### src/rtl/seq_mult_ovf.sv
// Multi-cycle signed multiplier (radix-2 Booth, one step per clock) with
// overflow detection and optional saturation of the WIDTH-bit result.
module seq_mult_ovf #(
    parameter int unsigned WIDTH    = 32,
    parameter bit          SATURATE = 1'b0
) (
    input  logic             clock,
    input  logic             reset,
    input  logic             ctrl_MULT,
    input  logic [WIDTH-1:0] data_operandA,
    input  logic [WIDTH-1:0] data_operandB,
    output logic [WIDTH-1:0] data_result,
    output logic             data_exception,
    output logic             data_resultRDY,
    output logic             busy
);

    localparam int unsigned CW = $clog2(WIDTH);
    localparam int unsigned PW = 2 * WIDTH;

    typedef enum logic [1:0] {
        IDLE = 2'd0,
        RUN  = 2'd1,
        DONE = 2'd2
    } state_t;

    state_t state, state_next;

    logic [WIDTH-1:0] a_reg;
    logic [WIDTH:0]   hi;
    logic [WIDTH-1:0] lo;
    logic             qm1;
    logic [CW-1:0]    counter;

    logic             last_step_c;
    logic [WIDTH:0]   a_ext_c;
    logic [WIDTH:0]   sum_c;
    logic [WIDTH:0]   hi_sh_c;
    logic [WIDTH-1:0] lo_sh_c;
    logic [PW-1:0]    product_c;
    logic             ovf_c;
    logic [WIDTH-1:0] sat_val_c;
    logic [WIDTH-1:0] result_c;

    assign last_step_c = (counter == CW'(WIDTH - 1));

    // State register
    always_ff @(posedge clock) begin
        if (reset) begin
            state <= IDLE;
        end else begin
            state <= state_next;
        end
    end

    // Next-state logic; a start in DONE is accepted back-to-back
    always_comb begin
        state_next = state;
        case (state)
            IDLE:    if (ctrl_MULT) state_next = RUN;
            RUN:     if (last_step_c) state_next = DONE;
            DONE:    state_next = ctrl_MULT ? RUN : IDLE;
            default: state_next = IDLE;
        endcase
    end

    // One Booth step, final product and overflow/saturation decode
    always_comb begin
        a_ext_c = {a_reg[WIDTH-1], a_reg};
        case ({lo[0], qm1})
            2'b01:   sum_c = hi + a_ext_c;
            2'b10:   sum_c = hi - a_ext_c;
            default: sum_c = hi;
        endcase
        hi_sh_c   = {sum_c[WIDTH], sum_c[WIDTH:1]};
        lo_sh_c   = {sum_c[0], lo[WIDTH-1:1]};
        product_c = {hi_sh_c[WIDTH-1:0], lo_sh_c};
        ovf_c     = !((&product_c[PW-1:WIDTH-1]) || !(|product_c[PW-1:WIDTH-1]));
        sat_val_c = product_c[PW-1] ? {1'b1, {(WIDTH-1){1'b0}}}
                                    : {1'b0, {(WIDTH-1){1'b1}}};
        result_c  = (SATURATE && ovf_c) ? sat_val_c : product_c[WIDTH-1:0];
    end

    // Datapath and registered outputs
    always_ff @(posedge clock) begin
        if (reset) begin
            a_reg          <= '0;
            hi             <= '0;
            lo             <= '0;
            qm1            <= 1'b0;
            counter        <= '0;
            data_result    <= '0;
            data_exception <= 1'b0;
            data_resultRDY <= 1'b0;
            busy           <= 1'b0;
        end else begin
            data_resultRDY <= 1'b0;
            busy           <= (state_next == RUN);
            case (state)
                IDLE, DONE: begin
                    if (ctrl_MULT) begin
                        a_reg   <= data_operandA;
                        hi      <= '0;
                        lo      <= data_operandB;
                        qm1     <= 1'b0;
                        counter <= '0;
                    end
                end
                RUN: begin
                    hi      <= hi_sh_c;
                    lo      <= lo_sh_c;
                    qm1     <= lo[0];
                    counter <= counter + CW'(1);
                    if (last_step_c) begin
                        data_result    <= result_c;
                        data_exception <= ovf_c;
                        data_resultRDY <= 1'b1;
                    end
                end
                default: ;
            endcase
        end
    end

endmodule

### config.mk
export PLATFORM = sky130hd
export DESIGN_NAME = seq_mult_ovf
export DESIGN_NICKNAME = d
export VERILOG_FILES = /design/src/rtl/seq_mult_ovf.sv
export SDC_FILE = /design/constraint.sdc
export NUM_CORES = 1
export LEC_CHECK = 0
export ABC_AREA = 1
export CAP_MARGIN = 20
export CORE_UTILIZATION = 70
export CTS_CLUSTER_DIAMETER = 100
export DETAILED_ROUTE_END_ITERATION = 16
export DONT_BUFFER_PORTS = 1
export PLACE_DENSITY = 0.86
export SYNTH_ARGS = -nofsm -noshare
export SYNTH_HDL_FRONTEND = slang
export SYNTH_SLANG_ARGS = --single-unit
### constraint.sdc
create_clock -name clock -period 7.7 [get_ports clock]
set_input_delay 0.77 -clock clock [delete_from_list [all_inputs] [get_ports clock]]
set_output_delay 0.77 -clock clock [all_outputs]
set_load 0.005 [all_outputs]
# After elaboration in Yosys (flattened, before gate mapping)
# Cells that the tools add are included.
# Widths: inputs -> output; s select.
[word_totals]
ramBits = 0
rom_bits = 0
memories = 0
ff_bits = 140
latchBits = 0
in_bits = 67
[classes]
add_sub_neg = 3
multipliers = 0
n_reduce_logical = 12
order_cmp = 0
n_shift = 0
mux = 14
bitwise_logic = 1
n_eq_ne = 7
n_div = 0
[op_table]
columns = ["cell", "n"]
rows = [
  ["$pmux 33 s2", 2],
  ["$pmux 32 s2", 1],
  ["$add 33x33->33", 1],
  ["$mux 33", 1],
  ["$reduce_and 33->1", 1],
  ["$reduce_or 33->1", 1],
  ["$sub 33x33->33", 1],
  ["$mux 32", 1],
  ["$pmux 5 s2", 1],
  ["$eq 2x1->1 const B", 3],
  ["$pmux 2 s3", 1],
  ["$reduce_and 2->1", 3],
  ["$add 5x1->5 const B", 1],
  ["$eq 5x5->1 const B", 1],
  ["$mux 5", 1],
  ["$eq 2x2->1 const B", 2],
  ["$mux 2", 2],
  ["$reduce_or 2->1", 2],
  ["$mux 1", 3],
  ["$logic_not 1->1", 2],
  ["$logic_not 2->1", 1],
  ["$ne 2x2->1 const B", 1],
  ["$pmux 1 s2", 1],
  ["$reduce_bool 2->1", 1],
  ["2 further kinds", 2],
]

# Depth between registers and ports, before layout
# Gate-level depths: netlist of the first run.
[depth]
ltp_word = 6
ltp_mapped = 30

# Worst setup path before layout of the first run
# No wires, ideal clock.
[synth_timing]
kind = "reg-to-reg"
from = "reg lo[0]"
to = "reg data_exception"
period_less_slack_ns = 3.453
arrival_ns = 3.321
n_path_buf = 1
setup_time_ns = 0.132
stages_incl_launch_ff = 27
setup_slack_ns = 4.247
path_cell_list = "dfxtp_1 -> ha_1 -> clkbuf_1 -> inv_1 -> nand2_1 -> o21ai_2 -> a21oi_2 -> a21boi_2 -> o21a_1 -> o21ai_0 -> xor2_1 -> ha_1 -> inv_1 -> nor3_1 -> nand2_1 -> nor2_1 -> nand2_1 -> nand2_1 -> nand2_1 -> nand3_1 -> nand2_1 -> nor2_1 -> nand2_1 -> nor2_1 -> nand3_1 -> nand3_1 -> a21oi_1"
[synth_via]
elab_chain_len = 6
word_cells_on_any_way = 8
[synth_rtl]
columns = ["element", "line_no", "rtl"]
rows = [
  ["start, declared", "31", "logic [WIDTH-1:0] lo;"],
  ["start signal, assigned", "104", "lo <= data_operandB;"],
  ["start signal, assigned", "111", "lo <= lo_sh_c;"],
  ["$eq 2x2->1 or $eq 2x1->1 (tied branches)", "70", "case ({lo[0], qm1})"],
  ["$pmux 33 s2 *", "70", ""],
  ["$reduce_or 33->1", "78", "ovf_c = !((&product_c[PW-1:WIDTH-1]) || !(|product_c[PW-1:WIDTH-1]));"],
  ["$logic_not 1->1", "78", ""],
  ["$logic_or 1x1->1 *", "78", ""],
  ["$logic_not 1->1 *", "78", ""],
  ["end signal, assigned", "116", "data_exception <= ovf_c;"],
  ["end, declared", "13", "output logic data_exception,"],
]
# Mark *: on every way between the ends. The rest lies on a longest branch, timed or not.
# A chain may end at the register's enable or synchronous reset.

# Final worst setup path of the first run
# Ends and elaborated chain as after synthesis.

==> flow_metrics.tcl, run 1 <==
set metrics [dict create \
    tritoncts "yes" \
    h-tree-depth 4 \
    cp-start-kind "flop" \
    design_area_mm2 0.00976 \
    hold_viol_final 0 \
    status "finished, final reports clean" \
    gp_congestion 1.02 \
    syn_to_final_growth_pct 7.04 \
    pre_cts_slack_ns 3.18 \
    grt_pass1_wl_mm 39.6 \
    dpl_cell_area_mm2 0.00919 \
    ys.flop_type "dfxtp_1" \
    tns_ns 0 \
    grt_use_total_pct 38.1 \
    final_nets 1568 \
    synth_area_leaders "dfxtp_1 (31%), nand2_1 (16%), inv_1 (9.9%)" \
    fmax_mhz 214 \
    core_area_mm2 0.0127 \
    root_buffer "clkbuf_16" \
    end_kind "flop" \
    hold_buffers 0 \
    n_antenna_cell 0 \
    ys_seq_area_share_pct 30.5 \
    drv_slew 0 \
    worst_path_most_repeated_cell "nand2_1" \
    holdCritPathClass "primary input to flop" \
    cts_resized 0 \
    hpwl_mm 18.3 \
    numClockSinks 139 \
    die_w_um 116 \
    clkPwrFrac_pct 39.3 \
    yosysWarnings 0 \
    overflow 0 \
    fill_cells 1042 \
    drt-initial-drc-count 766 \
    yosysTopAreaCell "dfxtp_1" \
    cp.required_ns 8.03 \
    ys_seq_elements 139 \
    syn_avg_cell_area_um2 6.11 \
    insertion_delay_ns 0.43 \
    rsz0062_at_grt "false" \
    tightest_slew_ns 0.797 \
    fin_cells 1649 \
    synthTopCellsByCount "nand2_1 (393), inv_1 (240), nor2_1 (194)" \
    die_y_um 116 \
    rrSetupSlack_ns 3.03 \
    drive_above_1_share_pct 5.15 \
    die-area_mm2 0.0135 \
    drtPass1Iterations 7 \
    p_seq_share_pct 37.9 \
    ir_drop_uv 195 \
    leakage_uw 0.00468 \
    cp_max_fo 18 \
    crit_arrival_ns 5.00 \
    power_frac_comb_pct 22.9 \
    syn_area_mm2 0.00912 \
    slew_headroom_pct 46.8 \
    dp.cells 1617 \
    vias_per_cell 5.63 \
    wirelength_mm 24.9 \
    rr_startpoint "lo[0]" \
    drc 0 \
    post-cts-setup-buffers 0 \
    postSynthCellCount 1492 \
    postRouteAntennaNets 0 \
    register_area_mm2 0.00278 \
    cp_top_family "simple AND/OR/NAND/NOR gates" \
    grt_pass1_vias 8532 \
    crit_path_start "lo[0]" \
    crit_slowest_cell "ha_1" \
    numCtsBuffers 17 \
    maxCapViolations 0 \
    p_int_uw 1380 \
    syn_nets 1596 \
    synth_most_common_cell "nand2_1" \
    fin_crit_ns 4.67 \
    ys_types 41 \
    cp.depth 25 \
    path_clk_slew_ns 0.07 \
    hold_ws_ns 0.404 \
    critPathCapture "data_exception" \
    dr_total_vias 9289 \
    worstRegToRegCells 25 \
    period_share_pct 60.7 \
    grt_max_degree 75 \
    worst_slack_ns 3.03 \
    antenna_found_initial 0 \
    clk_path_buf_depth 2 \
    r2r-end "data_exception" \
    row_count 41 \
    yosysTopAreaCellShare_pct 30.5 \
    p_sw_share_pct 32.7 \
    port_buffers 0 \
    start_util_pct 72.0 \
    power_per_cell_area_mw_per_mm2 211 \
    critPathMaxStageDelay_ns 0.54 \
    crit_buf_inv 2 \
    multi_input_area_mm2 0.00523 \
    wl_per_cell_um 15.1 \
    async_reset_ff_share_pct 0 \
    fin_skew_ns 0.0129 \
    synth_edf_count 0 \
    setup.worst_path.class "flop to flop" \
    io_pins 102 \
    p_sw_uw 672 \
    setup_violations 0 \
]
## layout make-up
type	count	area share, %
multi-input combinational	1057	53.6
sequential	139	28.5
inverter	242	9.30
clock buffer	18	4.40
tap	172	2.20
clock inverter	14	1.49
timing repair buffer	7	0.538
## stage by stage
step,power (uW),utilization (%)
2_1_floorplan,1150,-
3_3_place_gp,1240,72.5
3_5_place_dp,1250,72.5
4_1_cts,2040,77.1
5_1_grt,2150,77.1
6_report,2060,77.1
## power by group through the flow
| stage | Clock (uW) | Sequential [uW] | Combinational (uW) |
|---|---|---|---|
| detailed placement | 0 | 793 | 454 |
| global placement | 0 | 792 | 447 |
| global route | 838 | 782 | 525 |
| finish | 807 | 778 | 470 |
| CTS | 807 | 778 | 460 |
| floorplan | 0 | 786 | 360 |
## cells by family after synthesis
group | share of synthesized area, %
adders and majority gates | 5.16
AOI/OAI and AO/OA | 12.8
and+or+nand+nor | 36.3
DFF | 30.5
xor gates and xnor gates | 2.98
buffers and inverters | 12.2
## per-layer routing
| layer | GRT usage [%] | routed length, um | up-vias |
|---|---|---|---|
| met1 | 45.3 | 10100 | 4087 |
| met2 | 62.6 | 11300 | 439 |
| li1 | - | - | 4682 |
| met3 | 11.4 | 2540 | 81 |
| met4 | 18.9 | 933 | 0 |
| met5 | 0 | 0 | - |
## worst min path at each step
stage / from / endpoint / slack, ns / cells past startpoint
2_1_floorplan: counter[3] / counter[3] / 0.44 / 1
6_report: reset / lo[9] / 0.40 / 1
3_5_place_dp: qm1 / qm1 / 0.45 / 2
3_3_place_gp: qm1 / qm1 / 0.44 / 2
4_1_cts: reset / lo[24] / 0.40 / 1
5_1_grt: reset / lo[7] / 0.40 / 1
## worst register-to-register path, stage by stage (launching register included)
cell and delay, ns:
dfxtp_1 0.36, ha_1 0.54, inv_1 0.44, nand2_1 0.26, o21ai_2 0.11, a21oi_2 0.16
a21boi_2 0.24, o21a_1 0.18, o21ai_0 0.13, xor2_1 0.19, ha_1 0.40, inv_1 0.08
nor3_1 0.31, nand2_1 0.11, nor2_1 0.14, nand2_1 0.09, nand2_1 0.07, nand2_1 0.04
nand3_1 0.07, nand2_1 0.09, nor2_1 0.12, nand2_1 0.07, nor2_1 0.16, nand3_1 0.09
nand3_1 0.07, a21oi_1 0.06
## layout by cell type, fill, tap and decap left out, types with 3 or more instances in the layout
master and count:
nor3_1 8, nor3_2 3, nand2_1 393, clkinv_4 4
xnor2_1 7, nor2_1 193, ha_1 36, nand3_1 139
nand4_1 15, inv_1 239, nand3b_1 3, o21ai_0 79
a211oi_1 3, a21oi_1 74, a221oi_1 32, clkinv_2 5
or2_2 23, xor2_1 24, buf_4 7, dfxtp_1 139
clkbuf_16 17
No activity file was read; power rests on OpenSTA's default activity.
==> run 2: changes to the inputs <==
--- a/config.mk
+++ b/config.mk
@@ -7,11 +7,11 @@
 export LEC_CHECK = 0
 export ABC_AREA = 1
 export CAP_MARGIN = 20
-export CORE_UTILIZATION = 70
+export CORE_UTILIZATION = 65
 export CTS_CLUSTER_DIAMETER = 100
 export DETAILED_ROUTE_END_ITERATION = 16
 export DONT_BUFFER_PORTS = 1
-export PLACE_DENSITY = 0.86
+export PLACE_DENSITY = 0.81
 export SYNTH_ARGS = -nofsm -noshare
 export SYNTH_HDL_FRONTEND = slang
 export SYNTH_SLANG_ARGS = --single-unit
==> constraint.sdc (replaced) <==
create_clock -name clock -period 4.75 [get_ports clock]
set_input_delay 0.475 -clock clock [delete_from_list [all_inputs] [get_ports clock]]
set_output_delay 0.475 -clock clock [all_outputs]
set_load 0.005 [all_outputs]
==> flow_metrics.tcl, run 2 (synthesized netlist as in run 1, its figures left out) <==
set metrics [dict create \
    die-area_mm2 0.0145 \
    insertion_delay_ns 0.43 \
    port_buffers 0 \
    period_share_pct 87.0 \
    die_y_um 120 \
    row_count 42 \
    start_util_pct 67.8 \
    grt_pass1_wl_mm 40.3 \
    hold_viol_final 0 \
    drc 0 \
    slew_headroom_pct 43.3 \
    drt-initial-drc-count 760 \
    fin_skew_ns 0.00987 \
    worst_path_most_repeated_cell "nand3_1" \
    io_pins 102 \
    crit_arrival_ns 4.45 \
    path_clk_slew_ns 0.06 \
    antenna_found_initial 0 \
    dr_total_vias 9038 \
    h-tree-depth 4 \
    tightest_slew_ns 0.848 \
    gp_congestion 0.929 \
    wl_per_cell_um 14.9 \
    core_area_mm2 0.0135 \
    status "finished, final reports clean" \
    tns_ns 0 \
    wirelength_mm 24.6 \
    critPathMaxStageDelay_ns 0.35 \
    hpwl_mm 18.5 \
    syn_to_final_growth_pct 7.60 \
    fmax_mhz 242 \
    numClockSinks 139 \
    grt_use_total_pct 35.4 \
    hold_ws_ns 0.112 \
    fin_crit_ns 4.13 \
    layout_commonest_cell "nand2_1" \
    rsz0062_at_grt "false" \
    drtPass1Iterations 5 \
    setup.worst_path.class "flop to flop" \
    ir_drop_uv 347 \
    tritoncts "yes" \
    layout_common_cells "nand2_1 (393), inv_1 (239), nor2_1 (193)" \
    numCtsBuffers 17 \
    crit_slowest_cell "ha_1" \
    power_per_cell_area_mw_per_mm2 345 \
    setup_violations 0 \
    overflow 0 \
    maxCapViolations 0 \
    postRouteAntennaNets 0 \
    drive_above_1_share_pct 5.27 \
    cp.required_ns 5.07 \
    cp-start-kind "flop" \
    cts_resized 0 \
    grt_pass1_vias 8328 \
    end_kind "flop" \
    clk_path_buf_depth 2 \
    leakage_uw 0.00471 \
    cp_max_fo 4 \
    root_buffer "clkbuf_16" \
    grt_max_degree 75 \
    drv_slew 0 \
    hold_buffers 0 \
    post-cts-setup-buffers 0 \
    n_antenna_cell 0 \
    die_w_um 120 \
    final_nets 1570 \
    vias_per_cell 5.46 \
    holdCritPathClass "primary input to flop" \
]
[run 2: cell count changes in the layout (fill, tap and decap cells not counted), sizes merged]
cell / previous run / this run
buf: 7 / 9
clkbuf: 18 / 19
bufinv: 2 / 3
clkinvlp: 1 / 0
clkinv: 11 / 8
inv: 242 / 244
[run 2: metrics by stage]
stage | util, % | total power (uW) | cell area (um2) | setup slack (ns) | cells
after floorplan | - | 1860 | 9120 | 1.30 | 1492
after global placement | 68.5 | 2010 | 9210 | 0.845 | 1623
after detailed placement | 68.5 | 2020 | 9210 | 0.790 | 1623
after CTS | 73.0 | 3380 | 9810 | 0.692 | 1655
after global routing | 73.0 | 3540 | 9810 | 0.208 | 1655
final | 73.0 | 3390 | 9810 | 0.618 | 1655
[run 2: path summary, 6_finish.rpt]
kind	from	slack [ns]	endpoint	cells past startpoint
hold / removal	reset	0.11	lo[14]	1
hold reg to reg	qm1	0.46	qm1	2
setup / recovery	a_reg[0]	0.62	data_exception	26
setup reg to reg	a_reg[0]	0.62	data_exception	26
[run 2: final cells by class]
class,instances,area [um2]
sequential,139,2780
multi-input combinational,1057,5230
fill,1176,3640
tap,176,220
inverter,242,908
timing repair buffer,9,67.6
clock inverter,13,163
clock buffer,19,443
[run 2: worst max-delay path, delay by kind of cell, from the launching register on]
kind / cells / cell delay, ns
flip-flops: 1 / 0.33
AO/OA/AOI/OAI: 7 / 1.10
XOR/XNOR: 1 / 0.32
AND/OR/NAND/NOR: 14 / 1.54
adder cells (fa/ha/maj): 2 / 0.51
buffers and inverters: 2 / 0.18
[run 2: routing by layer]
layer  routed length, um  track usage [%]
met2               11200             57.3
met1               10900             46.0
met4                 663             13.0
met5                   0                0
met3                1830             8.02
[run 2: where the power goes]
group / switching, uW / internal, uW / total (uW)
clock: 525 / 843 / 1370
sequential: 41.2 / 1220 / 1260
combinational: 505 / 251 / 757
==> run 3: changes to the inputs <==
==> config.mk (replaced) <==
export PLATFORM = sky130hd
export DESIGN_NAME = seq_mult_ovf
export DESIGN_NICKNAME = d
export VERILOG_FILES = /design/src/rtl/seq_mult_ovf.sv
export SDC_FILE = /design/constraint.sdc
export NUM_CORES = 1
export LEC_CHECK = 0
export CAP_MARGIN = 20
export CORE_UTILIZATION = 64
export CTS_CLUSTER_DIAMETER = 100
export DETAILED_ROUTE_END_ITERATION = 16
export DONT_BUFFER_PORTS = 1
export PLACE_DENSITY = 0.8
export SETUP_SLACK_MARGIN = 0.4
export SYNTH_ARGS = -nofsm -noshare
export SYNTH_HDL_FRONTEND = slang
export SYNTH_SLANG_ARGS = --single-unit
==> flow_metrics.tcl, run 3 <==
set metrics [dict create \
    status "complete, but fails checks" \
    violations "design-rule violations" \
    syn_avg_cell_area_um2 7.35 \
    hold_buffers 0 \
    final_nets 1211 \
    syn_area_mm2 0.00826 \
    fin_skew_ns 0.0113 \
    drive_above_1_share_pct 16.2 \
    cp.required_ns 5.03 \
    slew_headroom_pct 29.5 \
    vias_per_cell 6.41 \
    tritoncts "yes" \
    cp_max_fo 6 \
    postSynthCellCount 1125 \
    row_count 41 \
    gp_congestion 1.00 \
    root_buffer "clkbuf_16" \
    dr_total_vias 8278 \
    ir_drop_uv 409 \
    numClockSinks 139 \
    yosysTopAreaCellShare_pct 33.7 \
    rsz0062_at_grt "true" \
    n_antenna_cell 0 \
    critPathMaxStageDelay_ns 0.72 \
    power_uw 3530 \
    setup_violations 0 \
    tightest_slew_ns 1.05 \
    synth_edf_count 0 \
    maxCapViolations 0 \
    cp-start-kind "flop" \
    ys.flop_type "dfxtp_1" \
    die_y_um 116 \
    grt_use_total_pct 33.2 \
    die_w_um 116 \
    drtPass1Iterations 12 \
    overflow 0 \
    drt-initial-drc-count 801 \
    ys_types 67 \
    dp.cells 1240 \
    h-tree-depth 4 \
    synth_most_common_cell "nand2_1" \
    synth_area_leaders "dfxtp_1 (34%), nand2_1 (11%), a21oi_1 (8.9%)" \
    die-area_mm2 0.0134 \
    drc 1 \
    grt_max_degree 141 \
    leakage_uw 0.00356 \
    holdCritPathClass "primary input to flop" \
    synthTopCellsByCount "nand2_1 (232), a21oi_1 (147), dfxtp_1 (139)" \
    wl_per_cell_um 18.4 \
    tns_ns 0 \
    syn_nets 1229 \
    period_share_pct 90.9 \
    start_util_pct 65.5 \
    cp_cell_sequence "nor4_2 -> a41oi_4 -> buf_6 -> nor2_1 -> xor2_1 -> ha_2 -> a21oi_4 -> nand3_1 -> a21oi_1 -> and3_1 -> o31a_1 -> buf_4 -> nor2_2 -> a311oi_2 -> and3b_1 -> nand4_1 -> o31ai_1 -> a31oi_1" \
    crit_arrival_ns 4.60 \
    end_kind "flop" \
    io_pins 102 \
    crit_slowest_cell "nor4_2" \
    ys_seq_area_share_pct 33.7 \
    power_per_cell_area_mw_per_mm2 364 \
    clk_path_buf_depth 2 \
    drv_slew 0 \
    fin_cells 1291 \
    fmax_mhz 232 \
    antenna_found_initial 0 \
    yosysWarnings 0 \
    ys_seq_elements 139 \
    path_clk_slew_ns 0.06 \
    hold_viol_final 0 \
    grt_pass1_vias 7272 \
    port_buffers 0 \
    layout_common_cells "nand2_1 (228), dfxtp_1 (135), a21oi_1 (132)" \
    fin_crit_ns 4.32 \
    postRouteAntennaNets 0 \
    syn_to_final_growth_pct 17.5 \
    async_reset_ff_share_pct 0 \
    insertion_delay_ns 0.42 \
    numCtsBuffers 17 \
    yosysTopAreaCell "dfxtp_1" \
    layout_commonest_cell "nand2_1" \
    wirelength_mm 23.7 \
    hold_ws_ns 0.123 \
    core_area_mm2 0.0126 \
    setup.worst_path.class "flop to flop" \
    hpwl_mm 14.6 \
    grt_pass1_wl_mm 35.1 \
]
run 3: cell count changes after synthesis, sizes merged, moves of 24 or more:
cell / before / now
nor2: 196 / 119
o21ai: 82 / 39
inv: 241 / 22
a22oi: 1 / 64
a21oi: 75 / 148
or2: 24 / 0
nand2: 395 / 233
a221oi: 32 / 3
nand3: 141 / 17
run 3: final cells by class:
class / instances / area (um2)
clock buffers: 18 / 439
inverters: 22 / 82.6
multi-input cells: 891 / 5750
well taps: 172 / 215
repair buffers: 36 / 274
flip-flops and latches: 139 / 2790
fillers: 924 / 2910
clock inverters: 13 / 158
run 3: timing repair:
action,4_1_cts,5_1_grt
gates cloned,0,0
pin swaps,4,46
endpoints found under the setup margin,3,7
resized for setup,23,117
endpoints found under the hold margin,0,0
buffers inserted,1,19
run 3: stage by stage:
stage               cell area (um2)  utilization (%)  setup slack [ns]
finish                         9710             76.9             0.433
global route                   9710             76.9             0.163
CTS                            9030             71.6             0.405
detailed placement             8340             66.1           -0.0109
global placement               8340             66.1             0.227
floorplan                      8260                -             0.442
run 3: cells by family after synthesis:
kind of cell / after synthesis / share of synthesized area [%]
compound gates: 335 / 25.7
xor+xnor: 45 / 4.77
fa+ha+maj: 37 / 5.69
buf+inv: 95 / 4.39
flops: 139 / 33.7
mux: 10 / 1.24
simple gates: 464 / 24.6
run 3: critical path, delay by kind of cell, from the launching register on:
kind	cells	cell delay, ns
buffers and inverters	2	0.33
DFF	1	0.40
AOI/OAI and AO/OA	7	1.38
and+or+nand+nor	7	1.51
adders and majority gates	1	0.37
xor gates and xnor gates	1	0.20
run 3: path summary, 6_finish.rpt:
kind                  start               to  slack (ns)  cells after the start
setup / recovery   a_reg[9]   data_exception        0.43                     18
hold / removal        reset  data_result[15]        0.12                      1
setup reg to reg   a_reg[9]   data_exception        0.43                     18
hold reg to reg   a_reg[18]        a_reg[18]        0.46                      2
run 3: where the power goes:
group	switching [uW]	internal [uW]	total, uW
Clock	548	800	1350
Sequential	50.1	1210	1260
Combinational	559	360	918
run 3: metal layers:
metal / GRT usage (%) / wire, um
met1: 44.3 / 9730
met2: 51.1 / 11100
met4: 10.9 / 620
met5: 0 / 0
met3: 10.3 / 2260
